**config.mk**
```make
export PLATFORM = sky130hd
export DESIGN_NAME = pwm_audio_mixer
export DESIGN_NICKNAME = d
export VERILOG_FILES = /design/src/rtl/pwm_audio_pkg.sv /design/src/rtl/pwm_audio_chan.sv /design/src/rtl/pwm_audio_mixer.sv
export SDC_FILE = /design/constraint.sdc
export NUM_CORES = 1
export LEC_CHECK = 0
export BUFFER_PORTS_ARGS = -buffer_cell sky130_fd_sc_hd__buf_4
export CAP_MARGIN = 10
export CORE_MARGIN = 4
export CORE_UTILIZATION = 40
export CTS_CLUSTER_SIZE = 24
export DETAILED_ROUTE_END_ITERATION = 8
export PLACE_DENSITY = 0.54
export SLEW_MARGIN = 20
export SYNTH_ARGS = -nofsm -noshare
export SYNTH_HDL_FRONTEND = slang
export SYNTH_SLANG_ARGS = --single-unit
```
**constraint.sdc**
```tcl
create_clock -name clk -period 11.3 [get_ports clk]
set_clock_uncertainty 0.05 [all_clocks]
set_input_delay 1.13 -clock clk [delete_from_list [all_inputs] [get_ports clk]]
set_output_delay 1.13 -clock clk [all_outputs]
set_load 0.05 [all_outputs]
```
**src/rtl/pwm_audio_pkg.sv**
```systemverilog
// Shared constants and sizing helpers for the multi-channel PWM / sigma-delta audio back-end.
package pwm_audio_pkg;

   localparam logic MODE_PWM = 1'b0;
   localparam logic MODE_SD  = 1'b1;

   // Mixer width: wide enough that the sum of all channels at full scale cannot overflow.
   function automatic int mix_w(input int channels, input int sample_w);
      return sample_w + $clog2(channels);
   endfunction

endpackage

```
**src/rtl/pwm_audio_chan.sv**
```systemverilog
// One input channel: a single-entry holding register behind valid/ready, the sample
// currently playing (last), and a sticky underrun flag updated at each frame boundary.
module pwm_audio_chan
#(
   parameter int SAMPLE_W = 8
)
(
   input  logic                clk_i,
   input  logic                rst_i,
   input  logic [SAMPLE_W-1:0] data_i,
   input  logic                valid_i,
   output logic                ready_o,
   input  logic                boundary_i,
   input  logic                underrun_clr_i,
   output logic [SAMPLE_W-1:0] next_last_o,
   output logic                underrun_o
);

   logic                full_q;
   logic                full_d;
   logic                und_q;
   logic                und_d;
   logic [SAMPLE_W-1:0] held_q;
   logic [SAMPLE_W-1:0] held_d;
   logic [SAMPLE_W-1:0] last_q;
   logic [SAMPLE_W-1:0] last_d;
   logic                xfer_s;

   assign ready_o     = ~full_q & ~rst_i;
   assign xfer_s      = valid_i & ready_o;
   assign next_last_o = full_q ? held_q : last_q;
   assign underrun_o  = und_q;

   // Boundary promotion of the held sample, new-sample capture and underrun bookkeeping
   always_comb begin
      full_d = full_q;
      held_d = held_q;
      last_d = last_q;
      und_d  = und_q;
      if (boundary_i && full_q) begin
         last_d = held_q;
         full_d = 1'b0;
      end else begin
         last_d = last_q;
      end
      // A sample captured on the boundary edge itself lands only for the following frame.
      if (xfer_s) begin
         held_d = data_i;
         full_d = 1'b1;
      end else begin
         held_d = held_q;
      end
      if (boundary_i && !full_q) begin
         und_d = 1'b1;
      end else if (underrun_clr_i) begin
         und_d = 1'b0;
      end else begin
         und_d = und_q;
      end
   end

   // Channel state registers
   always_ff @(posedge clk_i) begin
      if (rst_i) begin
         full_q <= 1'b0;
         held_q <= {SAMPLE_W{1'b0}};
         last_q <= {SAMPLE_W{1'b0}};
         und_q  <= 1'b0;
      end else begin
         full_q <= full_d;
         held_q <= held_d;
         last_q <= last_d;
         und_q  <= und_d;
      end
   end

endmodule

```
**src/rtl/pwm_audio_mixer.sv**
```systemverilog
// Multi-channel audio DAC back-end: sums per-channel samples once per frame and drives
// a single pin as edge-aligned PWM or first-order sigma-delta.
module pwm_audio_mixer
   import pwm_audio_pkg::*;
#(
   parameter int CHANNELS = 2,
   parameter int SAMPLE_W = 8
)
(
   input  logic                         clk,
   input  logic                         rst,
   input  logic [CHANNELS*SAMPLE_W-1:0] in_data,
   input  logic [CHANNELS-1:0]          in_valid,
   output logic [CHANNELS-1:0]          in_ready,
   input  logic                         mode,
   input  logic                         mute,
   input  logic                         underrun_clr,
   output logic [CHANNELS-1:0]          underrun,
   output logic                         frame_strobe,
   output logic                         pwm
);

   localparam int               MIX_W   = mix_w(CHANNELS, SAMPLE_W);
   localparam logic [MIX_W-1:0] CNT_MAX = {MIX_W{1'b1}};

   logic [MIX_W-1:0]    cnt_q;
   logic [MIX_W-1:0]    cnt_d;
   logic [MIX_W-1:0]    duty_q;
   logic [MIX_W-1:0]    duty_d;
   logic [MIX_W-1:0]    acc_q;
   logic [MIX_W-1:0]    acc_d;
   logic [MIX_W-1:0]    sum_s;
   logic [MIX_W-1:0]    acc_sum_s;
   logic                carry_s;
   logic                mode_q;
   logic                mode_d;
   logic                pwm_q;
   logic                pwm_d;
   logic                strobe_q;
   logic                strobe_d;
   logic                boundary_s;
   logic [SAMPLE_W-1:0] next_last_s [CHANNELS];

   assign boundary_s   = (cnt_q == CNT_MAX);
   assign frame_strobe = strobe_q;
   assign pwm          = pwm_q;

   for (genvar c = 0; c < CHANNELS; c++) begin : g_chan
      pwm_audio_chan #(
         .SAMPLE_W (SAMPLE_W)
      ) u_chan (
         .clk_i          (clk),
         .rst_i          (rst),
         .data_i         (in_data[c*SAMPLE_W +: SAMPLE_W]),
         .valid_i        (in_valid[c]),
         .ready_o        (in_ready[c]),
         .boundary_i     (boundary_s),
         .underrun_clr_i (underrun_clr),
         .next_last_o    (next_last_s[c]),
         .underrun_o     (underrun[c])
      );
   end

   // Adder tree over the samples that will play in the coming frame
   always_comb begin
      sum_s = {MIX_W{1'b0}};
      for (int c = 0; c < CHANNELS; c++) begin
         sum_s = sum_s + MIX_W'(next_last_s[c]);
      end
   end

   // Frame counter, boundary capture of duty/mode, and the output modulator
   always_comb begin
      cnt_d  = cnt_q + MIX_W'(1);
      duty_d = duty_q;
      mode_d = mode_q;
      if (boundary_s) begin
         duty_d = mute ? {MIX_W{1'b0}} : sum_s;
         mode_d = mode;
      end else begin
         duty_d = duty_q;
         mode_d = mode_q;
      end
      // New duty and mode take effect on the very edge that starts the frame.
      {carry_s, acc_sum_s} = {1'b0, acc_q} + {1'b0, duty_d};
      acc_d = acc_q;
      pwm_d = 1'b0;
      case (mode_d)
         MODE_PWM: begin
            acc_d = acc_q;
            pwm_d = (cnt_d < duty_d);
         end
         MODE_SD: begin
            acc_d = acc_sum_s;
            pwm_d = carry_s;
         end
         default: begin
            acc_d = acc_q;
            pwm_d = 1'b0;
         end
      endcase
      strobe_d = (cnt_d == CNT_MAX);
   end

   // Top-level state and registered outputs
   always_ff @(posedge clk) begin
      if (rst) begin
         cnt_q    <= {MIX_W{1'b0}};
         duty_q   <= {MIX_W{1'b0}};
         acc_q    <= {MIX_W{1'b0}};
         mode_q   <= MODE_PWM;
         pwm_q    <= 1'b0;
         strobe_q <= 1'b0;
      end else begin
         cnt_q    <= cnt_d;
         duty_q   <= duty_d;
         acc_q    <= acc_d;
         mode_q   <= mode_d;
         pwm_q    <= pwm_d;
         strobe_q <= strobe_d;
      end
   end

endmodule
```
Word-level counts from Yosys, hierarchy flattened --
Index checks and enable logic that the tools add are counted.
Word-level totals: bits in registers 66, bits of input ports 23, output and inout bits 6, word-level logic and storage cells 52
Operators by class: $add $sub $neg 3, magnitude comparators 1, equal/unequal tests 2, muxes and demuxes 14, bitwise gates (word level) 8, reduce and logical (&&, ||, !) cells 10
Operator list (count):
- two-way mux 9 bit | 3
- equality test 9 bit, second input constant | 2
- two-way mux 8 bit | 2
- adder 9 x 9 -> 10 bit | 1
- adder 8 x 8 -> 9 bit | 1
- adder 9 x 1 -> 9 bit, second input constant | 1
- < comparator 9 bit | 1
- two-way mux 1 bit | 8
- nonzero test 2 bit | 4
- AND 1 bit | 4
- logical AND 1 bit | 4
- NOT 1 bit | 4
- zero test 1 bit | 2
- one-hot mux 1 bit (2 select lines) | 1

Longest topological paths before layout --
Gate-level depths: netlist (run 1).
depth in word-level cells 6, mapped depth 17, mapped depth without buffers 15

Cells and area by module --
Synthesis (run 1) repeated with hierarchy kept, for this count alone.
Second synthesis, totals: cells, all modules 393, area total of the unflattened synthesis 3834.9 µm²
By module, submodules not included:
- pwm_audio_mixer | times used 1, cells an instance 233, area each 2038.2 µm², seq. area each 600.6 µm²
- pwm_audio_chan | times used 2, cells an instance 80, area each 898.4 µm², seq. area each 360.3 µm²

Least setup slack after synthesis (run 1) --
No wires, ideal clock.
kind flip-flop to flip-flop, start point register g_chan[0].u_chan.full_q, end point register acc_q[8], arrival 3585 ps, path slack 7543 ps, cell stages (with the launch flop) 14, path buffers 1, clock period less this slack 3757 ps, path through dfxtp_1 > buf_1 > mux2_2 > ha_1 > a21oi_2 > a21oi_1 > or4_4 > a32oi_2 > inv_1 > ha_1 > or4_1 > o22ai_1 > nor4_1 > a221o_1
Between the ends: word-level cells in the longest chain between the ends 6
Ends and longest elaborated chain:
- from (decl) | line pwm_audio_chan.sv:19 | logic full_q;
- from (signal assigned) | line pwm_audio_chan.sv:70 | full_q <= full_d;
- two-way mux 8 bit | line pwm_audio_chan.sv:31 | assign next_last_o = full_q ? held_q : last_q;
- adder 8 x 8 -> 9 bit | line pwm_audio_mixer.sv:68 | sum_s = sum_s + MIX_W'(next_last_s[c]);
- two-way mux 9 bit | line pwm_audio_mixer.sv:78 | duty_d = mute ? {MIX_W{1'b0}} : sum_s;
- two-way mux 9 bit | line pwm_audio_mixer.sv:77 | if (boundary_s) begin
- net duty_d[7] | line pwm_audio_mixer.sv:29 | logic [MIX_W-1:0] duty_d;
- adder 9 x 9 -> 10 bit | line pwm_audio_mixer.sv:85 | {carry_s, acc_sum_s} = {1'b0, acc_q} + {1'b0, duty_d};
- two-way mux 9 bit | line pwm_audio_mixer.sv:88 | case (mode_d)
- to (signal assigned) | line pwm_audio_mixer.sv:110 | acc_q <= {MIX_W{1'b0}};
- to (decl) | line pwm_audio_mixer.sv:30 | logic [MIX_W-1:0] acc_q;
The timed path passes the listed nets, and every way through them passes these cells. The select of a mux whose other input is x is not followed. A chain may end at the register's enable or synchronous reset.

Worst setup path after layout (run 1) --
start point register g_chan[1].u_chan.full_q, end point register acc_q[8]
Between the ends: word-level cells in the longest chain between the ends 6
Ends and longest elaborated chain (line):
- from (decl) | pwm_audio_chan.sv:19
- from (signal assigned) | pwm_audio_chan.sv:70
- two-way mux 8 bit | pwm_audio_chan.sv:31
- adder 8 x 8 -> 9 bit | pwm_audio_mixer.sv:68
- two-way mux 9 bit | pwm_audio_mixer.sv:78
- two-way mux 9 bit | pwm_audio_mixer.sv:77
- net duty_d[4] | pwm_audio_mixer.sv:29
- adder 9 x 9 -> 10 bit | pwm_audio_mixer.sv:85
- two-way mux 9 bit | pwm_audio_mixer.sv:88
The timed path passes the listed nets, and every way through them passes these cells. The select of a mux whose other input is x is not followed.

==> flow_summary.json, run 1 <==
{
  "setup-violations-final": 0,
  "final_cell_area_excluding_filler_cells_um2": 3920,
  "power.ir.vdd_worst_v": 0.0000745,
  "required_ns": 11.48,
  "cts_made_buffers": 9,
  "post_dp_area_um2": 3750,
  "syn2layout_area_growth_pct": 11.3,
  "fin_crit_ns": 4.25,
  "multiInputGateArea_um2": 1990,
  "first_global_vias": 2774,
  "wire_length_of_the_first_global_routing_pass_um": 13400,
  "power_leakage_nw": 1.73,
  "timing.critical_path.from": "g_chan[1].u_chan.full_q",
  "min-delay-path-class": "register to register",
  "flops_latches_synth": 66,
  "cts_repair_resize_count": 0,
  "post_drt_via_cell_ratio": 5.29,
  "pre_antenna_drt_iters": 4,
  "ys_warn_count": 0,
  "fill_cells": 851,
  "via_count": 2889,
  "clk-insertion-delay-late_ns": 0.34,
  "critPathArrivalTime_ns": 4.43,
  "critical_path.n_buffers_inverters": 1,
  "globalRouteOverflowTotal": 0,
  "synth_enable_flop_cells": 0,
  "first_iter_violations": 99,
  "layout.area.seq_um2": 1320,
  "initial_core_util": 0.420,
  "syn_avg_cell_area_um2": 8.36,
  "total_routing_resource_utilization_after_global_routing": 0.165,
  "postCtsSetupRepairBufs": 0,
  "critPathMaxStageDelay_ns": 0.85,
  "die_area_um2": 10400,
  "timing.hold.worst.start": "g_chan[0].u_chan.last_q[7]",
  "clk_transition_reported_paths_ns": 0.07,
  "synth_cell_types": 47,
  "timing.critical_path.from_type": "register",
  "synth.cell_area_um2": 3520,
  "slew_headroom": 0.312,
  "status": "finished, final reports clean",
  "antenna-diode-count": 0,
  "syn_nets": 474,
  "finalHoldViolations": 0,
  "synthFlopType": "sky130_fd_sc_hd__dfxtp_1",
  "netlist.area_leader.share": 0.375,
  "fp.dieH_um": 102,
  "design.core.area_um2": 8380,
  "final_nets": 489,
  "cts.root.buffer_cell": "sky130_fd_sc_hd__clkbuf_8",
  "floorplan.die.width_um": 102,
  "crit_fanout": 22,
  "cell_accounting_for_the_most_synthesized_area": "sky130_fd_sc_hd__dfxtp_1",
  "routedWlPerCell_um": 14.6,
  "max_cap_violation_count": 0,
  "tns_ns": 0,
  "synthCells": 421,
  "ranking_of_synthesized_cells_by_area": "sky130_fd_sc_hd__dfxtp_1, sky130_fd_sc_hd__ha_1, sky130_fd_sc_hd__a21oi_1",
  "routed_wl_um": 7950,
  "crit_path_slowest_cell": "sky130_fd_sc_hd__dfxtp_1",
  "boundaryPins": 29,
  "period_share": 0.376,
  "clkSinkCount": 66,
  "clk_path_buf_depth": 2,
  "tritoncts": "done",
  "io_buffers": 28,
  "antenna_left": 0,
  "grt_max_degree": 67,
  "cp_cell_sequence": "mux2_2 -> ha_1 -> fa_1 -> a21o_2 -> a21oi_1 -> xnor2_1 -> a22oi_1 -> inv_1 -> ha_1 -> or4_1 -> o22ai_1 -> nor4_1 -> a221o_1",
  "number_of_pins_with_negative_max_slew_slack_in_the_final_report": 0,
  "drc": 0,
  "initial_antenna_violation_count": 0,
  "cpLargestDelayFamily": "compound AO/OA/AOI/OAI gates",
  "post_route_cells_drive_above_1_share": 0.147,
  "maxClockFrequency_ghz": 0.235,
  "hpwlAfterDp_um": 5760,
  "gpl.final_weighted_congestion": 0.869,
  "htreeDepth": 3,
  "rows": 33,
  "most_numerous_cell_types_in_the_synthesized_netlist": "sky130_fd_sc_hd__dfxtp_1, sky130_fd_sc_hd__nand2_1, sky130_fd_sc_hd__a21oi_1",
  "synth-async-reset-ratio": 0,
  "postCtsHoldBufs": 0,
  "type_of_element_capturing_the_critical_path": "register",
  "unrepaired_setup_endpoints_after_global_routing": "false",
  "power.density_nw_per_um2": 116,
  "synth-seq-area-share": 0.375,
  "r2r-start": "g_chan[1].u_chan.full_q",
  "worst_pin_slew_ns": 1.00,
  "criticalPathCategory": "register to register",
  "cp_common_cell": "sky130_fd_sc_hd__ha_1"
}
==> path summary, 6_finish.rpt <==
kind | cells past startpoint | slack, ns | to
max | 13 | 7.05 | acc_q[8]
min | 2 | 0.41 | g_chan[0].u_chan.last_q[7]
max reg2reg | 13 | 7.05 | acc_q[8]
min reg2reg | 2 | 0.41 | g_chan[0].u_chan.last_q[7]
==> area by class of cell <==
cell class	instances	share of cell area
Clock buffer	13	0.0380
Clock inverter	3	0.00383
Inverter	24	0.0230
Multi-Input combinational cell	306	0.509
Sequential cell	66	0.337
Tap cell	105	0.0335
Timing Repair Buffer	29	0.0556
==> cells in the final DEF (no fill, tap or decap), types with 7 or more instances in the layout <==
master	n
sky130_fd_sc_hd__dfxtp_1	66
sky130_fd_sc_hd__xnor2_1	7
sky130_fd_sc_hd__and2_1	7
sky130_fd_sc_hd__nor2b_1	7
sky130_fd_sc_hd__ha_1	28
sky130_fd_sc_hd__inv_1	24
sky130_fd_sc_hd__a21oi_1	53
sky130_fd_sc_hd__o21ai_0	8
sky130_fd_sc_hd__nand3_1	24
sky130_fd_sc_hd__mux2_2	16
sky130_fd_sc_hd__clkbuf_8	10
sky130_fd_sc_hd__nand2_1	66
sky130_fd_sc_hd__nor2_1	26
sky130_fd_sc_hd__buf_4	29
==> worst min-delay path, cell delays in order (launching register included) <==
cell	delay (ns)
sky130_fd_sc_hd__dfxtp_1	0.31
sky130_fd_sc_hd__nand2_1	0.05
sky130_fd_sc_hd__a21oi_1	0.05
==> through the flow <==
stage | power (W) | hold slack [ns] | util | std cells | setup slack, ns
floorplan | 0.000278 | 0.384 | - | 421 | 7.54
global placement | 0.000291 | 0.390 | 0.448 | 530 | 7.19
detailed placement | 0.000292 | 0.397 | 0.448 | 530 | 7.10
CTS | 0.000463 | 0.406 | 0.468 | 546 | 7.07
global route | 0.000479 | 0.425 | 0.468 | 546 | 6.74
finish | 0.000456 | 0.405 | 0.468 | 546 | 7.05
==> routing by layer <==
layer / share of wire / track usage
met4: 0.020 / 0.0515
met2: 0.48 / 0.267
met1: 0.46 / 0.213
met5: 0 / 0
met3: 0.032 / 0.0505
==> where the power goes <==
part,internal [W],switching (W)
registers,0.000238,0.00000808
clock network,0.0000847,0.0000847
logic,0.0000177,0.0000222
total,0.000341,0.000115
==> flip-flops by register name, indices dropped and copies added (netlist names), 2 cells and up <==
register                  cells
g_chan.u_chan.underrun_o      2
g_chan.u_chan.full_q          2
g_chan.u_chan.held_q         16
duty_q                        9
g_chan.u_chan.last_q         16
acc_q                         9
cnt_q                         9
==> cell families after synthesis <==
group,share of synthesized area
xor gates and xnor gates,0.0299
muxes,0.0583
and+or+nand+nor,0.205
adders and majority gates,0.111
AOI/OAI and AO/OA,0.162
buffers and inverters,0.0583
DFF,0.375
No activity file was read; power rests on OpenSTA's default activity.
==> run 2, diff against run 1 <==
--- a/config.mk
+++ b/config.mk
@@ -5,6 +5,7 @@
 export SDC_FILE = /design/constraint.sdc
 export NUM_CORES = 1
 export LEC_CHECK = 0
+export ABC_AREA = 1
 export BUFFER_PORTS_ARGS = -buffer_cell sky130_fd_sc_hd__buf_4
 export CAP_MARGIN = 10
 export CORE_MARGIN = 4
==> constraint.sdc (replaced) <==
create_clock -name clk -period 3.95 [get_ports clk]
set_clock_uncertainty 0.05 [all_clocks]
set_input_delay 0.395 -clock clk [delete_from_list [all_inputs] [get_ports clk]]
set_output_delay 0.395 -clock clk [all_outputs]
set_load 0.05 [all_outputs]
==> run 2 against run 1 <==
Global-route usage hardly changed. Critical path depth up 3. Largest cell class unchanged. Sequential cell count unchanged. Die area up 1.2%. Utilization shrank 0.39 points. Critical path type unchanged. Wire length down 1.0%. Hold slack worse by 0.20 ns. Synthesized cell count up 16%. Final cell count grew 14%. Maximum frequency is 20% higher. Clock power grew to 3.3 times the previous value.
==> flow_summary.json, run 2 <==
{
  "seqPwrFrac": 0.509,
  "netlist.area_leader.share": 0.371,
  "die_area_um2": 10500,
  "ys_warn_count": 0,
  "crit_fanout": 12,
  "syn_nets": 541,
  "internal_power_w": 0.00103,
  "initial_core_util": 0.411,
  "ranking_of_synthesized_cells_by_area": "sky130_fd_sc_hd__dfxtp_1, sky130_fd_sc_hd__nand2_1, sky130_fd_sc_hd__ha_1",
  "tritoncts": "done",
  "period_share": 0.897,
  "synth_enable_flop_cells": 0,
  "number_of_pins_with_negative_max_slew_slack_in_the_final_report": 0,
  "synthMostInstantiatedCell": "sky130_fd_sc_hd__nand2_1",
  "slew_headroom": 0.436,
  "fp.dieH_um": 102,
  "post_route_total_power_w": 0.00138,
  "most_numerous_cell_types_in_the_synthesized_netlist": "sky130_fd_sc_hd__nand2_1, sky130_fd_sc_hd__dfxtp_1, sky130_fd_sc_hd__inv_1",
  "wire_length_of_the_first_global_routing_pass_um": 13600,
  "reg_top3": "g_chan.u_chan.held_q x16, g_chan.u_chan.last_q x16",
  "power.density_nw_per_um2": 344,
  "final_cell_area_excluding_filler_cells_um2": 4020,
  "pre_antenna_drt_iters": 4,
  "cp_common_cell": "sky130_fd_sc_hd__nand2_1",
  "rows": 34,
  "drc": 0,
  "final_nets": 565,
  "synth-async-reset-ratio": 0,
  "total_routing_resource_utilization_after_global_routing": 0.166,
  "antenna-diode-count": 0,
  "clk-insertion-delay-late_ns": 0.34,
  "critical_path.n_buffers_inverters": 2,
  "cp_cell_sequence": "mux2_2 -> ha_1 -> fa_1 -> nand2_1 -> nand3_1 -> nand3_1 -> o21ai_0 -> a21boi_1 -> inv_1 -> ha_1 -> inv_1 -> nor3_1 -> nand2_1 -> nand3b_1 -> nand2_1 -> nor2_1",
  "antenna_left": 0,
  "criticalPathCategory": "register to register",
  "min-delay-path-class": "primary input to register",
  "first_global_vias": 2968,
  "cell_accounting_for_the_most_synthesized_area": "sky130_fd_sc_hd__dfxtp_1",
  "layout_common_cells": "sky130_fd_sc_hd__nand2_1, sky130_fd_sc_hd__dfxtp_1, sky130_fd_sc_hd__inv_1, sky130_fd_sc_hd__nand3_1, sky130_fd_sc_hd__o21ai_0",
  "switching_share": 0.257,
  "required_ns": 4.18,
  "boundaryPins": 29,
  "max_cap_violation_count": 0,
  "crit_path_slowest_cell": "sky130_fd_sc_hd__dfxtp_1",
  "critPathArrivalTime_ns": 3.77,
  "gpl.final_weighted_congestion": 0.832,
  "cpLargestDelayFamily": "adder cells",
  "power_leakage_nw": 1.95,
  "pwr-share-clk": 0.400,
  "syn2layout_area_growth_pct": 12.8,
  "globalRouteOverflowTotal": 0,
  "most_common_cell_after_layout_fill_and_taps_aside": "sky130_fd_sc_hd__nand2_1",
  "status": "finished, final reports clean",
  "initial_antenna_violation_count": 0,
  "cts.root.buffer_cell": "sky130_fd_sc_hd__clkbuf_8",
  "post_drt_via_cell_ratio": 4.80,
  "hpwlAfterDp_um": 6060,
  "worst_pin_slew_ns": 0.845,
  "synth_cell_types": 32,
  "design.core.area_um2": 8680,
  "htreeDepth": 3,
  "unrepaired_setup_endpoints_after_global_routing": "false",
  "finalHoldViolations": 0,
  "tns_ns": 0,
  "timing.critical_path.from_type": "register",
  "clk_transition_reported_paths_ns": 0.08,
  "post_dp_area_um2": 3830,
  "flops_latches_synth": 66,
  "clk_path_buf_depth": 2,
  "fill_cells": 915,
  "maxClockFrequency_ghz": 0.282,
  "first_iter_violations": 102,
  "switching_power_w": 0.000356,
  "synth.cell_area_um2": 3570,
  "setup-violations-final": 0,
  "synth-seq-area-share": 0.371,
  "comb_power_share": 0.091,
  "floorplan.die.width_um": 102,
  "routedWlPerCell_um": 12.6,
  "critPathMaxStageDelay_ns": 0.62,
  "cts_made_buffers": 9,
  "via_count": 3002,
  "post_route_cells_drive_above_1_share": 0.133,
  "multiInputGateArea_um2": 1900,
  "grt_max_degree": 27,
  "postCtsHoldBufs": 0,
  "type_of_element_capturing_the_critical_path": "register",
  "cts_repair_resize_count": 0,
  "power.ir.vdd_worst_v": 0.000156,
  "postCtsSetupRepairBufs": 0,
  "routed_wl_um": 7870,
  "layout.area.seq_um2": 1320,
  "synthFlopType": "sky130_fd_sc_hd__dfxtp_1",
  "clkSinkCount": 66,
  "fin_crit_ns": 3.54,
  "io_buffers": 28,
  "syn_avg_cell_area_um2": 7.31,
  "synthCells": 488
}
run 2: metrics by stage:
step                 util  hold slack [ns]  setup WS, ns  cells
finish              0.464            0.200         0.407    625
CTS                 0.464            0.179         0.407    625
global placement    0.441            0.397         0.428    609
global route        0.464            0.175         0.122    625
detailed placement  0.441            0.400         0.426    609
floorplan               -            0.383         0.898    488
run 2: worst register-to-register path, stage by stage, from the launching register on:
cell                       delay [ns]
sky130_fd_sc_hd__dfxtp_1         0.62
sky130_fd_sc_hd__mux2_2          0.40
sky130_fd_sc_hd__ha_1            0.23
sky130_fd_sc_hd__fa_1            0.41
sky130_fd_sc_hd__nand2_1         0.08
sky130_fd_sc_hd__nand3_1         0.11
sky130_fd_sc_hd__nand3_1         0.14
sky130_fd_sc_hd__o21ai_0         0.13
sky130_fd_sc_hd__a21boi_1        0.33
sky130_fd_sc_hd__inv_1           0.09
sky130_fd_sc_hd__ha_1            0.35
sky130_fd_sc_hd__inv_1           0.07
sky130_fd_sc_hd__nor3_1          0.16
sky130_fd_sc_hd__nand2_1         0.09
sky130_fd_sc_hd__nand3b_1        0.09
sky130_fd_sc_hd__nand2_1         0.07
sky130_fd_sc_hd__nor2_1          0.08
run 2: routing by layer:
metal  share of wire  GRT usage  vias to the layer above
met4           0.019     0.0545                        0
met3           0.026     0.0444                        9
li1                -          -                     1623
met1            0.47      0.201                     1343
met5               0          0                        -
met2            0.49      0.283                       27
run 2: path summary, 6_finish.rpt:
path,start,to,slack (ns),cells after the start
max,g_chan[0].u_chan.full_q,pwm,0.41,16
min,in_data[7],g_chan[0].u_chan.held_q[7],0.20,3
max reg2reg,g_chan[0].u_chan.full_q,pwm,0.41,16
min reg2reg,acc_q[8],acc_q[8],0.41,2
run 2: power by group through the flow:
| stage | Clock, W | Sequential, W | Combinational, W |
|---|---|---|---|
| 2_1_floorplan | 0 | 0.000714 | 0.0000914 |
| 3_3_place_gp | 0 | 0.000720 | 0.000127 |
| 3_5_place_dp | 0 | 0.000720 | 0.000128 |
| 4_1_cts | 0.000576 | 0.000705 | 0.000128 |
| 5_1_grt | 0.000605 | 0.000708 | 0.000145 |
| 6_report | 0.000553 | 0.000705 | 0.000126 |
run 2: logic make-up after synthesis:
logic type	share of synthesized area
AO/OA/AOI/OAI	0.107
buffers and inverters	0.0961
AND/OR/NAND/NOR	0.260
XOR/XNOR	0.0123
multiplexers	0.0442
adder cells (fa/ha/maj)	0.109
flip-flops	0.371
run 2: cell type report:
cell class	instances	share of cell area
Clock buffer	9	0.0308
Clock inverter	7	0.0171
Inverter	66	0.0616
Multi-Input combinational cell	339	0.473
Sequential cell	66	0.328
Tap cell	108	0.0336
Timing Repair Buffer	30	0.0560
==> run 3, diff against run 2 <==
==> constraint.sdc (replaced) <==
create_clock -name clk -period 3.8 [get_ports clk]
set_clock_uncertainty 0.05 [all_clocks]
set_input_delay 0.38 -clock clk [delete_from_list [all_inputs] [get_ports clk]]
set_output_delay 0.38 -clock clk [all_outputs]
set_load 0.05 [all_outputs]
==> run 3 against run 2 <==
Register-to-register slack lost 0.05 ns. Largest cell class unchanged. Non-clock buffer count unchanged. Sequential power increased by 4.0%. Worst setup slack worse by 0.054 ns. Die area did not move. Critical path depth unchanged. Combinational power rose by 3%. Power is 3.4% higher. Via count grew 0.20%. Final cell count unchanged. Largest power group unchanged. Maximum frequency up 2.8%.
==> flow_summary.json, run 3 (same netlist as run 2, synthesis figures left out) <==
{
  "status": "finished, final reports clean",
  "globalRouteOverflowTotal": 0,
  "wire_length_of_the_first_global_routing_pass_um": 13100,
  "total_routing_resource_utilization_after_global_routing": 0.160,
  "reg2regPathDepth": 16,
  "finalHoldWorstSlack_ns": 0.187,
  "required_ns": 4.03,
  "power_leakage_nw": 1.94,
  "initial_antenna_violation_count": 0,
  "layout.area.seq_um2": 1320,
  "first_iter_violations": 79,
  "routedWlPerCell_um": 12.5,
  "cts_made_buffers": 9,
  "power.ir.vdd_worst_v": 0.000187,
  "cp_cell_sequence": "mux2_2 -> ha_1 -> fa_1 -> nand2_1 -> nand3_1 -> nand3_1 -> o21ai_0 -> a21boi_1 -> inv_1 -> ha_1 -> inv_1 -> nor3_1 -> nand2_1 -> nand3b_1 -> nand2_1 -> nor2_1",
  "gpl.final_weighted_congestion": 0.826,
  "final_cell_area_excluding_filler_cells_um2": 4020,
  "hpwlAfterDp_um": 6030,
  "detailedPlace.worstSlack_ns": 0.203,
  "routed_wl_um": 7830,
  "io_buffers": 28,
  "max_cap_violation_count": 0,
  "drc": 0,
  "antenna_left": 0,
  "timing.critical_path.from_type": "register",
  "multiInputGateArea_um2": 1900,
  "tritoncts": "done",
  "crit_path_slowest_cell": "sky130_fd_sc_hd__dfxtp_2",
  "htreeDepth": 3,
  "globalRouteMet2Util": 0.279,
  "pre_antenna_drt_iters": 4,
  "floorplan.die.width_um": 102,
  "clk_transition_reported_paths_ns": 0.08,
  "first_global_vias": 2827,
  "power.density_nw_per_um2": 356,
  "syn2layout_area_growth_pct": 12.8,
  "boundaryPins": 29,
  "cts_repair_resize_count": 0,
  "reg_top3": "g_chan.u_chan.held_q x16, g_chan.u_chan.last_q x16",
  "use_met1": 0.195,
  "postCtsSetupRepairBufs": 0,
  "critPathMaxStageDelay_ns": 0.48,
  "crit_fanout": 12,
  "finalHoldViolations": 0,
  "min-delay-path-class": "primary input to register",
  "maxClockFrequency_ghz": 0.290,
  "criticalPathCategory": "register to register",
  "period_share": 0.907,
  "grt_max_degree": 27,
  "slew_headroom": 0.449,
  "clk_path_buf_depth": 2,
  "post_route_total_power_w": 0.00143,
  "layout_common_cells": "sky130_fd_sc_hd__nand2_1, sky130_fd_sc_hd__inv_1, sky130_fd_sc_hd__dfxtp_1, sky130_fd_sc_hd__nand3_1, sky130_fd_sc_hd__o21ai_0",
  "worst_slack_ns": 0.354,
  "via_count": 3008,
  "clkSinkCount": 66,
  "postCtsHoldBufs": 0,
  "unrepaired_setup_endpoints_after_global_routing": "false",
  "number_of_pins_with_negative_max_slew_slack_in_the_final_report": 0,
  "top_usage_layer": "met2",
  "initial_core_util": 0.411,
  "rows": 34,
  "die_area_um2": 10500,
  "type_of_element_capturing_the_critical_path": "register",
  "cp_common_cell": "sky130_fd_sc_hd__nand2_1",
  "antenna-diode-count": 0,
  "cts.root.buffer_cell": "sky130_fd_sc_hd__clkbuf_8",
  "min_path_cells": 3,
  "fill_cells": 890,
  "design.core.area_um2": 8680,
  "post_route_cells_drive_above_1_share": 0.135,
  "worst_pin_slew_ns": 0.826,
  "clk-insertion-delay-late_ns": 0.34,
  "fin_crit_ns": 3.45,
  "fp.dieH_um": 102,
  "setup-violations-final": 0,
  "tns_ns": 0,
  "final_nets": 565,
  "met3_usage": 0.0321,
  "critPathArrivalTime_ns": 3.67,
  "post_drt_via_cell_ratio": 4.81,
  "post_dp_area_um2": 3830,
  "most_common_cell_after_layout_fill_and_taps_aside": "sky130_fd_sc_hd__nand2_1"
}
[run 3: layout make-up]
cell class                      count  area share
Multi-Input combinational cell    339       0.473
Sequential cell                    66       0.329
Inverter                           66      0.0616
Timing Repair Buffer               30      0.0560
Tap cell                          108      0.0336
Clock buffer                       11      0.0327
Clock inverter                      5      0.0137
[run 3: worst paths after layout]
path	from	to	slack [ns]
worst max register to register	g_chan[0].u_chan.full_q	pwm	0.35
worst max-delay path	g_chan[0].u_chan.full_q	pwm	0.35
worst min-delay path	in_data[7]	g_chan[0].u_chan.held_q[7]	0.19
worst min register to register	acc_q[8]	acc_q[8]	0.41
[run 3: power by group]
| group | switching (W) | internal [W] | leakage [nW] | total (W) |
|---|---|---|---|---|
| Combinational | 0.0000751 | 0.0000550 | 1.32 | 0.000130 |
| Clock | 0.000267 | 0.000301 | 0.0893 | 0.000568 |
| Sequential | 0.0000205 | 0.000713 | 0.536 | 0.000733 |
[run 3: per-layer routing]
layer | share of wire | vias up
li1 | - | 1628
met1 | 0.46 | 1331
met2 | 0.49 | 38
met3 | 0.028 | 11
met4 | 0.019 | 0
met5 | 0 | -
[run 3: worst max-delay path, delay by kind of cell, from the launching register on]
kind / cells / cell delay (ns)
fa+ha+maj: 3 / 0.98
simple gates: 8 / 0.85
compound gates: 2 / 0.49
flops: 1 / 0.48
mux: 1 / 0.37
buf+inv: 2 / 0.16
[run 3: per-stage QoR]
stage / instances / utilization
after global routing: 625 / 0.464
after global placement: 609 / 0.441
after floorplan: 488 / -
final: 625 / 0.464
after CTS: 625 / 0.463
after detailed placement: 609 / 0.441
